**src/rtl/serial_tx2.sv**
```systemverilog
// serial_tx2: two-lane byte-to-serial transmitter. Each lane queues bytes in a
// small FIFO and sends them MSB first, filling idle, backpressured and post-reset slots with COM.
module serial_tx2 #(
  parameter int         DEPTH      = 4,
  parameter logic [7:0] COM        = 8'hBC,
  parameter int         ALIGN_SYMS = 4
) (
  input  logic       clk,
  input  logic       reset,
  input  logic [7:0] data0,
  input  logic [7:0] data1,
  input  logic       push0,
  input  logic       push1,
  input  logic       almost_full_f0,
  input  logic       almost_full_f1,
  output logic       tx0,
  output logic       tx1,
  output logic       full0,
  output logic       full1,
  output logic       empty0,
  output logic       empty1,
  output logic       aligned
);
  localparam int PW = $clog2(DEPTH);
  localparam int CW = $clog2(DEPTH) + 1;
  localparam int AW = $clog2(ALIGN_SYMS + 1);
  localparam logic [CW-1:0] FULL_CNT   = CW'(DEPTH);
  localparam logic [AW-1:0] ALIGN_LAST = AW'(ALIGN_SYMS - 1);

  logic [2:0]    bit_cnt_q, bit_cnt_d;
  logic [AW-1:0] align_cnt_q, align_cnt_d;
  logic          aligned_q, aligned_d;
  logic          boundary;

  logic [7:0]    din [2];
  logic          push [2];
  logic          af [2];
  logic [7:0]    mem_q [2][DEPTH];
  logic [7:0]    sh_q [2], sh_d [2];
  logic [PW-1:0] rptr_q [2], rptr_d [2], wptr_q [2], wptr_d [2];
  logic [CW-1:0] cnt_q [2], cnt_d [2];
  logic          full_q [2], empty_q [2];
  logic          rd [2], wr [2];

  assign din[0]  = data0;
  assign din[1]  = data1;
  assign push[0] = push0;
  assign push[1] = push1;
  assign af[0]   = almost_full_f0;
  assign af[1]   = almost_full_f1;

  assign boundary = (bit_cnt_q == 3'd7);

  // Alignment run: one COM symbol completes per boundary until aligned, then the count holds.
  always_comb begin
    bit_cnt_d   = bit_cnt_q + 3'd1;
    align_cnt_d = align_cnt_q;
    aligned_d   = aligned_q;
    if (boundary && !aligned_q) begin
      align_cnt_d = align_cnt_q + AW'(1);
      if (align_cnt_q == ALIGN_LAST) aligned_d = 1'b1;
    end
  end

  // A push into a full FIFO is only taken when the same edge frees a slot.
  always_comb begin
    for (int l = 0; l < 2; l++) begin
      rd[l]     = boundary && aligned_q && !empty_q[l] && !af[l];
      wr[l]     = push[l] && (!full_q[l] || rd[l]);
      rptr_d[l] = rd[l] ? rptr_q[l] + PW'(1) : rptr_q[l];
      wptr_d[l] = wr[l] ? wptr_q[l] + PW'(1) : wptr_q[l];
      cnt_d[l]  = cnt_q[l] + CW'(wr[l]) - CW'(rd[l]);
      if (boundary) sh_d[l] = rd[l] ? mem_q[l][rptr_q[l]] : COM;
      else          sh_d[l] = {sh_q[l][6:0], 1'b0};
    end
  end

  always_ff @(posedge clk) begin
    if (reset) begin
      bit_cnt_q   <= '0;
      align_cnt_q <= '0;
      aligned_q   <= 1'b0;
      for (int l = 0; l < 2; l++) begin
        sh_q[l]    <= COM;
        rptr_q[l]  <= '0;
        wptr_q[l]  <= '0;
        cnt_q[l]   <= '0;
        full_q[l]  <= 1'b0;
        empty_q[l] <= 1'b1;
      end
    end else begin
      bit_cnt_q   <= bit_cnt_d;
      align_cnt_q <= align_cnt_d;
      aligned_q   <= aligned_d;
      for (int l = 0; l < 2; l++) begin
        sh_q[l]    <= sh_d[l];
        rptr_q[l]  <= rptr_d[l];
        wptr_q[l]  <= wptr_d[l];
        cnt_q[l]   <= cnt_d[l];
        full_q[l]  <= (cnt_d[l] == FULL_CNT);
        empty_q[l] <= (cnt_d[l] == '0);
      end
    end
  end

  always_ff @(posedge clk) begin
    for (int l = 0; l < 2; l++) begin
      if (wr[l]) mem_q[l][wptr_q[l]] <= din[l];
    end
  end

  assign tx0     = sh_q[0][7];
  assign tx1     = sh_q[1][7];
  assign full0   = full_q[0];
  assign full1   = full_q[1];
  assign empty0  = empty_q[0];
  assign empty1  = empty_q[1];
  assign aligned = aligned_q;
endmodule

```
**config.mk**
```make
export PLATFORM = sky130hd
export DESIGN_NAME = serial_tx2
export DESIGN_NICKNAME = d
export VERILOG_FILES = /design/src/rtl/serial_tx2.sv
export SDC_FILE = /design/constraint.sdc
export NUM_CORES = 1
export LEC_CHECK = 0
export BUFFER_PORTS_ARGS = -buffer_cell sky130_fd_sc_hd__buf_4
export CORE_ASPECT_RATIO = 0.9
export CORE_MARGIN = 2
export CORE_UTILIZATION = 48
export DETAILED_ROUTE_END_ITERATION = 10
export HOLD_SLACK_MARGIN = 0.12
export PLACE_DENSITY = 0.74
export RECOVER_POWER = 50
export REMOVE_ABC_BUFFERS = 1
export SLEW_MARGIN = 40
export SYNTH_ARGS = -nofsm -noshare
export SYNTH_HDL_FRONTEND = slang
export SYNTH_SLANG_ARGS = --single-unit
```
**constraint.sdc**
```tcl
create_clock -name clk -period 5.4 [get_ports clk]
set_input_delay 1.08 -clock clk [delete_from_list [all_inputs] [get_ports clk]]
set_output_delay 1.08 -clock clk [all_outputs]
set_load 0.02 [all_outputs]
```
==> metrics, run 1 <==
gate family responsible for the most delay along the worst path=simple AND/OR/NAND/NOR gates; number of buffer and inverter instances along the worst setup path=2; wire length after detailed routing=between 6 and 7 mm; post-CTS setup repair buffer count=0; number of DRC violations after detailed-routing iteration 0=80; Cell Chain, Critical Path=buf_4 -> nand4bb_1 -> a21boi_4 -> ha_1 -> inv_1 -> fa_1 -> xnor3_1 -> nor2_1 -> and3_1; Area growth, synth to finish=9.97%; antenna violation net count after detailed routing=0; critical path type=primary input to register; result of the run=completed; Post-Synthesis Cells=248; Worst R2R End=full_q[0][0]$_SDFF_PP0_; time the worst path needs with I/O delays and setup=~2.8 ns; Reg2Reg Setup Slack=between 2 and 3 ns; Final Total Pwr=around 1.6 mW; number of remaining DRC errors=0; Crit path required time=5.65 ns; post-CTS sizing=0; proportion of layout cells with a drive suffix above 1=~16%; total instance count after detailed placement=about 370; antenna cells=0; RSZ-0062 raised after global routing=false; final setup vio count=0; Final period util=52.4%; Die X-Extent=between 100 and 150 µm; top-area cell type share of the netlist area=47.4%; final slew viol count=0; largest driver fanout on the critical path=7; pre-CTS setup slack=2.23 ns; relative slew slack=between 15 and 20%; Final Hold Viols=0; instance count along the most critical hold path=1; Vert. Die Dim=between 90 and 100 µm; Detailed Routing Iterations Pass 1=4; area of the core=between 8000 and 9000 µm²; total of max-cap violations=0; post-DR wirelength/cell=roughly 16 µm; Yosys warnings=0; first-pass GRT wire length=10.4 mm; Total Negative Setup Slacks=0 ns; count of cell types in the netlist=33; number of buffers added by the clock tree synthesis step=9; cell type with the highest aggregate area in the netlist=sky130_fd_sc_hd__edfxtp_1; number of H-tree levels=3; GRT Overall Usage=roughly 15%; critical-path cell with the highest stage delay=sky130_fd_sc_hd__nand4bb_1; initial antenna violation count=0; largest cells by area after synthesis=sky130_fd_sc_hd__edfxtp_1 (47%), sky130_fd_sc_hd__dfxtp_1 (20%), sky130_fd_sc_hd__mux4_2 (8.9%), sky130_fd_sc_hd__ha_1 (4.6%), sky130_fd_sc_hd__o22a_1 (2.2%); final estimated routing congestion in global placement=roughly 0.75; sequential-to-total area share from yosys stat=slightly below 70%; slowest stage delay, CP=0.41 ns; DIE AREA=9190 µm²; remaining global-route overflow=0; Tightest Pin Transition=between 1 and 1.5 ns; number of register bits inferred by synthesis=105; worst clock skew=just under 0.009 ns; clock tree from TritonCTS=built; clock latency at the later pin of the worst-skew pair=about 0.35 ns; root buffer cell=sky130_fd_sc_hd__clkbuf_8; setup ws final=2.57 ns; worst reg2reg startpoint=bit_cnt_q[0]$_SDFF_PP0_; R2R cell count=10; Min-Delay Path Class=register to register; max frequency=354 MHz; reported leakage power=1.57 nW; Fill cells=around 650; number of buffers inserted by port buffering=28; hold slack=between 0.4 and 0.5 ns; Top Ports=29; site row count=31; buffers from clock root to sink, at most=2; clock-pin slew of the registers on the worst-case setup and hold paths=about 0.090 ns; maximum number of pins on one net before global-route repair=34; WP data arrival=between 3 and 4 ns; half-perimeter wire length after placement=4.32 mm; peak supply drop=roughly 0.21 mV; average instance area after synthesis=around 16 µm²; power density cells=351 nW/µm²; via count=1980; sink count of the clock tree=around 110; CP Launch Type=primary input; cts hold-fix bufs=0; via count of the first global-routing pass=between 2000 and 2500; post-layout net count=317; detail-routed via count per cell=between 5 and 6; Final Non-Filler Cells=roughly 380; type of element capturing the critical path=register; Endpoint, Worst Hold=bit_cnt_q[0]$_SDFF_PP0_; HP Start=bit_cnt_q[0]$_SDFF_PP0_; initial core utilization=between 40% and 50%; cell area after synthesis=between 4000 and 5000 µm²
-- placed cells by master (no fill, tap or decap), drive strengths merged --
cell type  netlist  routed
nor2            21      21
nand2            4       4
or3              2       2
o21ai            2       2
and2            10      10
a211oi           1       1
mux2i            3       3
o22a            10      10
a22o             4       4
and4bb           1       1
clkinvlp         0       3
edfxtp          64      64
a21oi            7       7
mux4            16      16
mux2             2       2
bufinv           0       1
nor2b            3       3
fa               2       2
dfxtp           41      41
nand2b           6       6
xnor2            2       2
and3             2       2
clkinv           0       1
a21boi           2       2
ha              15      15
nand4bb          2       2
buf              6      11
or2              1       1
xnor3            2       2
inv             14      14
clkbuf           3      28
-- worst max-delay path by stage --
stage | end | startpoint | depth (start not counted)
final | full_q[0][0]$_SDFF_PP0_ | almost_full_f0 | 9
after global routing | full_q[0][0]$_SDFF_PP0_ | bit_cnt_q[0]$_SDFF_PP0_ | 10
after floorplan | full_q[0][1]$_SDFF_PP0_ | almost_full_f1 | 10
after detailed placement | full_q[0][0]$_SDFF_PP0_ | almost_full_f0 | 9
after global placement | full_q[0][1]$_SDFF_PP0_ | almost_full_f1 | 11
after CTS | full_q[0][0]$_SDFF_PP0_ | almost_full_f0 | 9
-- synth_stat cells --
cell / n
sky130_fd_sc_hd__a211oi_1: 1
sky130_fd_sc_hd__a21boi_4: 2
sky130_fd_sc_hd__a21oi_1: 7
sky130_fd_sc_hd__a22o_1: 4
sky130_fd_sc_hd__and2_1: 10
sky130_fd_sc_hd__and3_1: 2
sky130_fd_sc_hd__and4bb_2: 1
sky130_fd_sc_hd__buf_1: 2
sky130_fd_sc_hd__buf_2: 1
sky130_fd_sc_hd__buf_4: 1
sky130_fd_sc_hd__buf_6: 2
sky130_fd_sc_hd__clkbuf_1: 3
sky130_fd_sc_hd__dfxtp_1: 41
sky130_fd_sc_hd__edfxtp_1: 64
sky130_fd_sc_hd__fa_1: 2
sky130_fd_sc_hd__ha_1: 15
sky130_fd_sc_hd__inv_1: 14
sky130_fd_sc_hd__mux2_1: 1
sky130_fd_sc_hd__mux2_4: 1
sky130_fd_sc_hd__mux2i_1: 3
sky130_fd_sc_hd__mux4_2: 16
sky130_fd_sc_hd__nand2_1: 4
sky130_fd_sc_hd__nand2b_1: 6
sky130_fd_sc_hd__nand4bb_1: 1
sky130_fd_sc_hd__nand4bb_2: 1
sky130_fd_sc_hd__nor2_1: 21
sky130_fd_sc_hd__nor2b_1: 3
sky130_fd_sc_hd__o21ai_0: 2
sky130_fd_sc_hd__o22a_1: 10
sky130_fd_sc_hd__or2_2: 1
sky130_fd_sc_hd__or3_1: 2
sky130_fd_sc_hd__xnor2_1: 2
sky130_fd_sc_hd__xnor3_1: 2
-- power breakdown --
part           internal, mW  switching [mW]  leakage (nW)
logic                0.0794          0.0847         0.562
registers             0.916          0.0251         0.924
clock network         0.213           0.247        0.0832
total                  1.21           0.357          1.57
-- layout make-up --
cell class | count | area, µm² | area share, %
sequential | 105 | 2740 | 61.5
multi-input combinational | 120 | 1200 | 27.0
timing repair buffer | 28 | 146 | 3.28
clock buffer | 11 | 131 | 2.95
tap | 99 | 124 | 2.78
clock inverter | 5 | 56.3 | 1.26
inverter | 14 | 52.6 | 1.18
-- registers in the layout (all words and copies together) (netlist names) --
signal,cells
align_cnt_q,3
aligned,1
bit_cnt_q,3
cnt_q,6
empty_q,2
full_q,2
mem_q,64
rptr_q,4
sh_q,16
wptr_q,4
-- cell families after synthesis --
| logic type | share of synthesized area, % |
|---|---|
| xor gates and xnor gates | 1.54 |
| and+or+nand+nor | 7.01 |
| AOI/OAI and AO/OA | 5.25 |
| adders and majority gates | 5.62 |
| muxes | 10.3 |
| DFF | 67.7 |
| buffers and inverters | 2.62 |
-- metal layers --
metal  global-route usage, %  routed length, µm  up-vias  share of wire, %
met5                       0                  0        -                 0
met4                    4.11                 58        0              0.92
met3                    4.93                179        6               2.9
met2                    24.1               3060       25                49
met1                    20.5               2980      981                48
li1                        -                  -      968                 -
-- metrics by stage --
stage | cell area (µm²) | util [%]
floorplan | 4000 | -
global placement | 4330 | 53.4
detailed placement | 4330 | 53.4
CTS | 4520 | 55.8
global route | 4460 | 55.0
finish | 4460 | 55.0
(Power assumes the default switching activity.)
==> inputs of run 2 (changes only) <==
--- a/config.mk
+++ b/config.mk
@@ -5,6 +5,7 @@
 export SDC_FILE = /design/constraint.sdc
 export NUM_CORES = 1
 export LEC_CHECK = 0
+export ABC_AREA = 1
 export BUFFER_PORTS_ARGS = -buffer_cell sky130_fd_sc_hd__buf_4
 export CORE_ASPECT_RATIO = 0.9
 export CORE_MARGIN = 2
==> constraint.sdc (replaced) <==
create_clock -name clk -period 2.75 [get_ports clk]
set_input_delay 0.55 -clock clk [delete_from_list [all_inputs] [get_ports clk]]
set_output_delay 0.55 -clock clk [all_outputs]
set_load 0.02 [all_outputs]
==> run 2 against run 1 <==
  * Core utilization rose by 0.94 points
  * Power rose by 100%
  * Flip-flop and latch count did not move
  * Hold slack got worse by 0.011 ns
  * Design area rose by 9.0%
  * Clock power rose by 110%
  * Sequential share of layout area fell by 5.1 points
  * Synthesized cell count rose by 64%
  * Routed wire length rose by 21%
  * Critical path type is now register to register
  * Highest routed layer unchanged
==> metrics, run 2 <==
result of the run=completed; total cell area at the placement stage=4730 µm² (+9.3%); library cell with the highest instance count after synthesis=sky130_fd_sc_hd__nand2_1; post-layout net count=484 (+53%); Fill cells=783 (+20%); cell area after synthesis=4360 µm² (+7.5%); total of max-cap violations=0 (unchanged); post-DR wirelength/cell=13.3 µm (-19%); Commonest cells post-synth=sky130_fd_sc_hd__nand2_1 (74), sky130_fd_sc_hd__edfxtp_1 (64), sky130_fd_sc_hd__nor2_1 (43); part of the power in registers=58.8% (-1.3 points); Final Hold Viols=0 (unchanged); time the worst path needs with I/O delays and setup=~2.5 ns; maximum number of pins on one net before global-route repair=23 (-32%); largest cells by area after synthesis=sky130_fd_sc_hd__edfxtp_1 (44%), sky130_fd_sc_hd__dfxtp_1 (19%), sky130_fd_sc_hd__nand2_1 (6.4%), sky130_fd_sc_hd__ha_1 (4.3%), sky130_fd_sc_hd__nand3_1 (3.8%); count of flip-flops with a built-in enable after synthesis=64 (unchanged); number of flip-flops in the largest register=64 (unchanged); via count of the first global-routing pass=2718 (+31%); post-CTS sizing=0 (unchanged); largest driver fanout on the critical path=6 (-1); pre-CTS setup slack=0.283 ns (-1.95 ns); number of buffers added by the clock tree synthesis step=9 (unchanged); Final period util=89.9%; antenna cells=0 (unchanged); clock tree from TritonCTS=built; WP data arrival=2.74 ns (-0.34 ns); area of the core=8690 µm² (+7.2%); half-perimeter wire length after placement=5.25 mm (+21%); power density cells=643 nW/µm² (+83%); DIE AREA=9860 µm² (+7.2%); main flop type after synthesis=sky130_fd_sc_hd__edfxtp_1; most prevalent standard cell on the critical path=sky130_fd_sc_hd__ha_1; average instance area after synthesis=10.7 µm² (-34%); slowest stage delay, CP=0.44 ns (+0.03 ns); critical-path cell with the highest stage delay=sky130_fd_sc_hd__fa_1; remaining global-route overflow=0 (unchanged); initial core utilization=50.1% (+0.15 points); switching fraction of total power=25.9% (+3.1 points); buffers from clock root to sink, at most=2 (unchanged); post-CTS setup repair buffer count=0 (unchanged); Detailed Routing Iterations Pass 1=6 (+2); cell internal pwr=2.32 mW (+92%); number of DRC violations after detailed-routing iteration 0=118 (+48%); Cell Chain, Critical Path=ha_1 -> ha_1 -> nand2_4 -> inv_8 -> nand2_8 -> inv_2 -> ha_1 -> inv_1 -> ha_1 -> inv_1 -> fa_1 -> xor2_1 -> nand2_1 -> nand3_1 -> nor2_1; most common cell after layout, fill and taps aside=sky130_fd_sc_hd__nand2_1; fraction of registers with async set/reset=0% (unchanged); initial antenna violation count=0 (unchanged); Post-Synthesis Cells=406 (+64%); clock share of power=30.3% (+0.9 points); relative slew slack=19.1% (+3.9 points); final cell area excluding filler cells=4860 µm² (+9.0%); worst clock skew=0.0109 ns (+0.00203 ns); sink count of the clock tree=105 (unchanged); Min-Delay Path Class=register to register; cts hold-fix bufs=0 (unchanged); gate family responsible for the most delay along the worst path=adder cells; number of buffer and inverter instances along the worst setup path=4 (+2); count of cell types in the netlist=27 (-18%); final setup vio count=0 (unchanged); first-pass GRT wire length=12.8 mm (+23%); max frequency=~400 MHz; antenna violation net count after detailed routing=0 (unchanged); peak supply drop=0.393 mV (+87%); number of H-tree levels=3 (unchanged); CP Launch Type=register; hold slack=0.423 ns (-0.0112 ns); net load switching power=0.810 mW (+130%); Top Ports=29 (unchanged); Yosys warnings=0 (unchanged); final estimated routing congestion in global placement=0.783 (+5.0%); cell type with the highest aggregate area in the netlist=sky130_fd_sc_hd__edfxtp_1; setup ws final=0.278 ns (-2.29 ns); Area growth, synth to finish=11.5%; Die X-Extent=104 µm (+3.5%); root buffer cell=sky130_fd_sc_hd__clkbuf_8; type of element capturing the critical path=register; number of buffers inserted by port buffering=28 (unchanged); clock-pin slew of the registers on the worst-case setup and hold paths=0.10 ns (about the same); site row count=32 (+3.2%); Crit path required time=3.01 ns (-2.64 ns); Tightest Pin Transition=1.21 ns (-0.0592 ns); Total Negative Setup Slacks=0 ns (unchanged); top library cells by usage in the layout, fill and taps aside=sky130_fd_sc_hd__nand2_1 (74), sky130_fd_sc_hd__edfxtp_1 (64), sky130_fd_sc_hd__nor2_1 (44); number of remaining DRC errors=0 (unchanged); GRT Overall Usage=16.9% (+1.6 points); via count=2748 (+39%); top-area cell type share of the netlist area=44.1% (-3.3 points); Vert. Die Dim=94.4 µm (+3.5%); final slew viol count=0 (unchanged); wire length after detailed routing=7.58 mm (+21%); clock latency at the later pin of the worst-skew pair=0.37 ns (+0.02 ns); sequential-to-total area share from yosys stat=63.0% (-4.7 points); RSZ-0062 raised after global routing=false; reported leakage power=2.02 nW (+29%); number of register bits inferred by synthesis=105 (unchanged); critical path type=register to register; detail-routed via count per cell=4.83 (-6.8%); proportion of layout cells with a drive suffix above 1=11.3% (-4.6 points); logic gate share of total power=10.9% (+0.4 points)
[run 2: worst paths after layout]
check / startpoint / to / slack [ns] / cells after the start
max: bit_cnt_q[0]$_SDFF_PP0_ / full_q[0][1]$_SDFF_PP0_ / 0.28 / 15
min: bit_cnt_q[0]$_SDFF_PP0_ / bit_cnt_q[0]$_SDFF_PP0_ / 0.42 / 1
max reg2reg: bit_cnt_q[0]$_SDFF_PP0_ / full_q[0][1]$_SDFF_PP0_ / 0.28 / 15
min reg2reg: bit_cnt_q[0]$_SDFF_PP0_ / bit_cnt_q[0]$_SDFF_PP0_ / 0.42 / 1
[run 2: area by class of cell]
| class | count | area, µm² | area share, % |
|---|---|---|---|
| tap | 119 | 149 | 3.06 |
| timing repair buffer | 40 | 221 | 4.56 |
| inverter | 49 | 191 | 3.94 |
| sequential | 105 | 2740 | 56.5 |
| multi-input combinational | 240 | 1350 | 27.8 |
| clock inverter | 6 | 56.3 | 1.16 |
| clock buffer | 10 | 149 | 3.06 |
[run 2: cells by family (layout without fill, tap and decap cells)]
family | after synthesis | in the layout | share of synthesized area (%)
simple gates | 167 | 167 | 18.5
flops | 105 | 105 | 63.0
buf+inv | 61 | 105 | 6.03
compound gates | 47 | 47 | 5.51
fa+ha+maj | 17 | 17 | 5.23
xor+xnor | 9 | 9 | 1.81
[run 2: worst register-to-register path, cell delays in order, from the launching register on]
cell,delay (ns)
sky130_fd_sc_hd__dfxtp_1,0.32
sky130_fd_sc_hd__ha_1,0.19
sky130_fd_sc_hd__ha_1,0.22
sky130_fd_sc_hd__nand2_4,0.10
sky130_fd_sc_hd__inv_8,0.05
sky130_fd_sc_hd__nand2_8,0.09
sky130_fd_sc_hd__inv_2,0.04
sky130_fd_sc_hd__ha_1,0.28
sky130_fd_sc_hd__inv_1,0.06
sky130_fd_sc_hd__ha_1,0.13
sky130_fd_sc_hd__inv_1,0.05
sky130_fd_sc_hd__fa_1,0.44
sky130_fd_sc_hd__xor2_1,0.18
sky130_fd_sc_hd__nand2_1,0.08
sky130_fd_sc_hd__nand3_1,0.09
sky130_fd_sc_hd__nor2_1,0.05
[run 2: routing by layer]
| metal | wire, µm | global-route usage, % | part of all wire (%) |
|---|---|---|---|
| met1 | 3320 | 20.6 | 44 |
| met2 | 3900 | 29.8 | 51 |
| met3 | 266 | 4.42 | 3.5 |
| met4 | 94 | 4.84 | 1.2 |
| met5 | 0 | 0 | 0 |
[run 2: metrics by stage]
stage | cells | utilization [%] | power (mW)
global route | 569 | 55.9 | 3.28
detailed placement | 553 | 54.5 | 2.24
finish | 569 | 55.9 | 3.13
CTS | 569 | 56.9 | 3.17
global placement | 553 | 54.5 | 2.21
floorplan | 394 | - | 2.09
[run 2: power groups by stage]
stage               sequential [mW]  combinational, mW  clock (mW)
floorplan                      1.88              0.212           0
global placement               1.87              0.343           0
detailed placement             1.88              0.361           0
CTS                            1.84              0.363       0.969
global route                   1.85              0.392        1.04
finish                         1.84              0.341       0.947
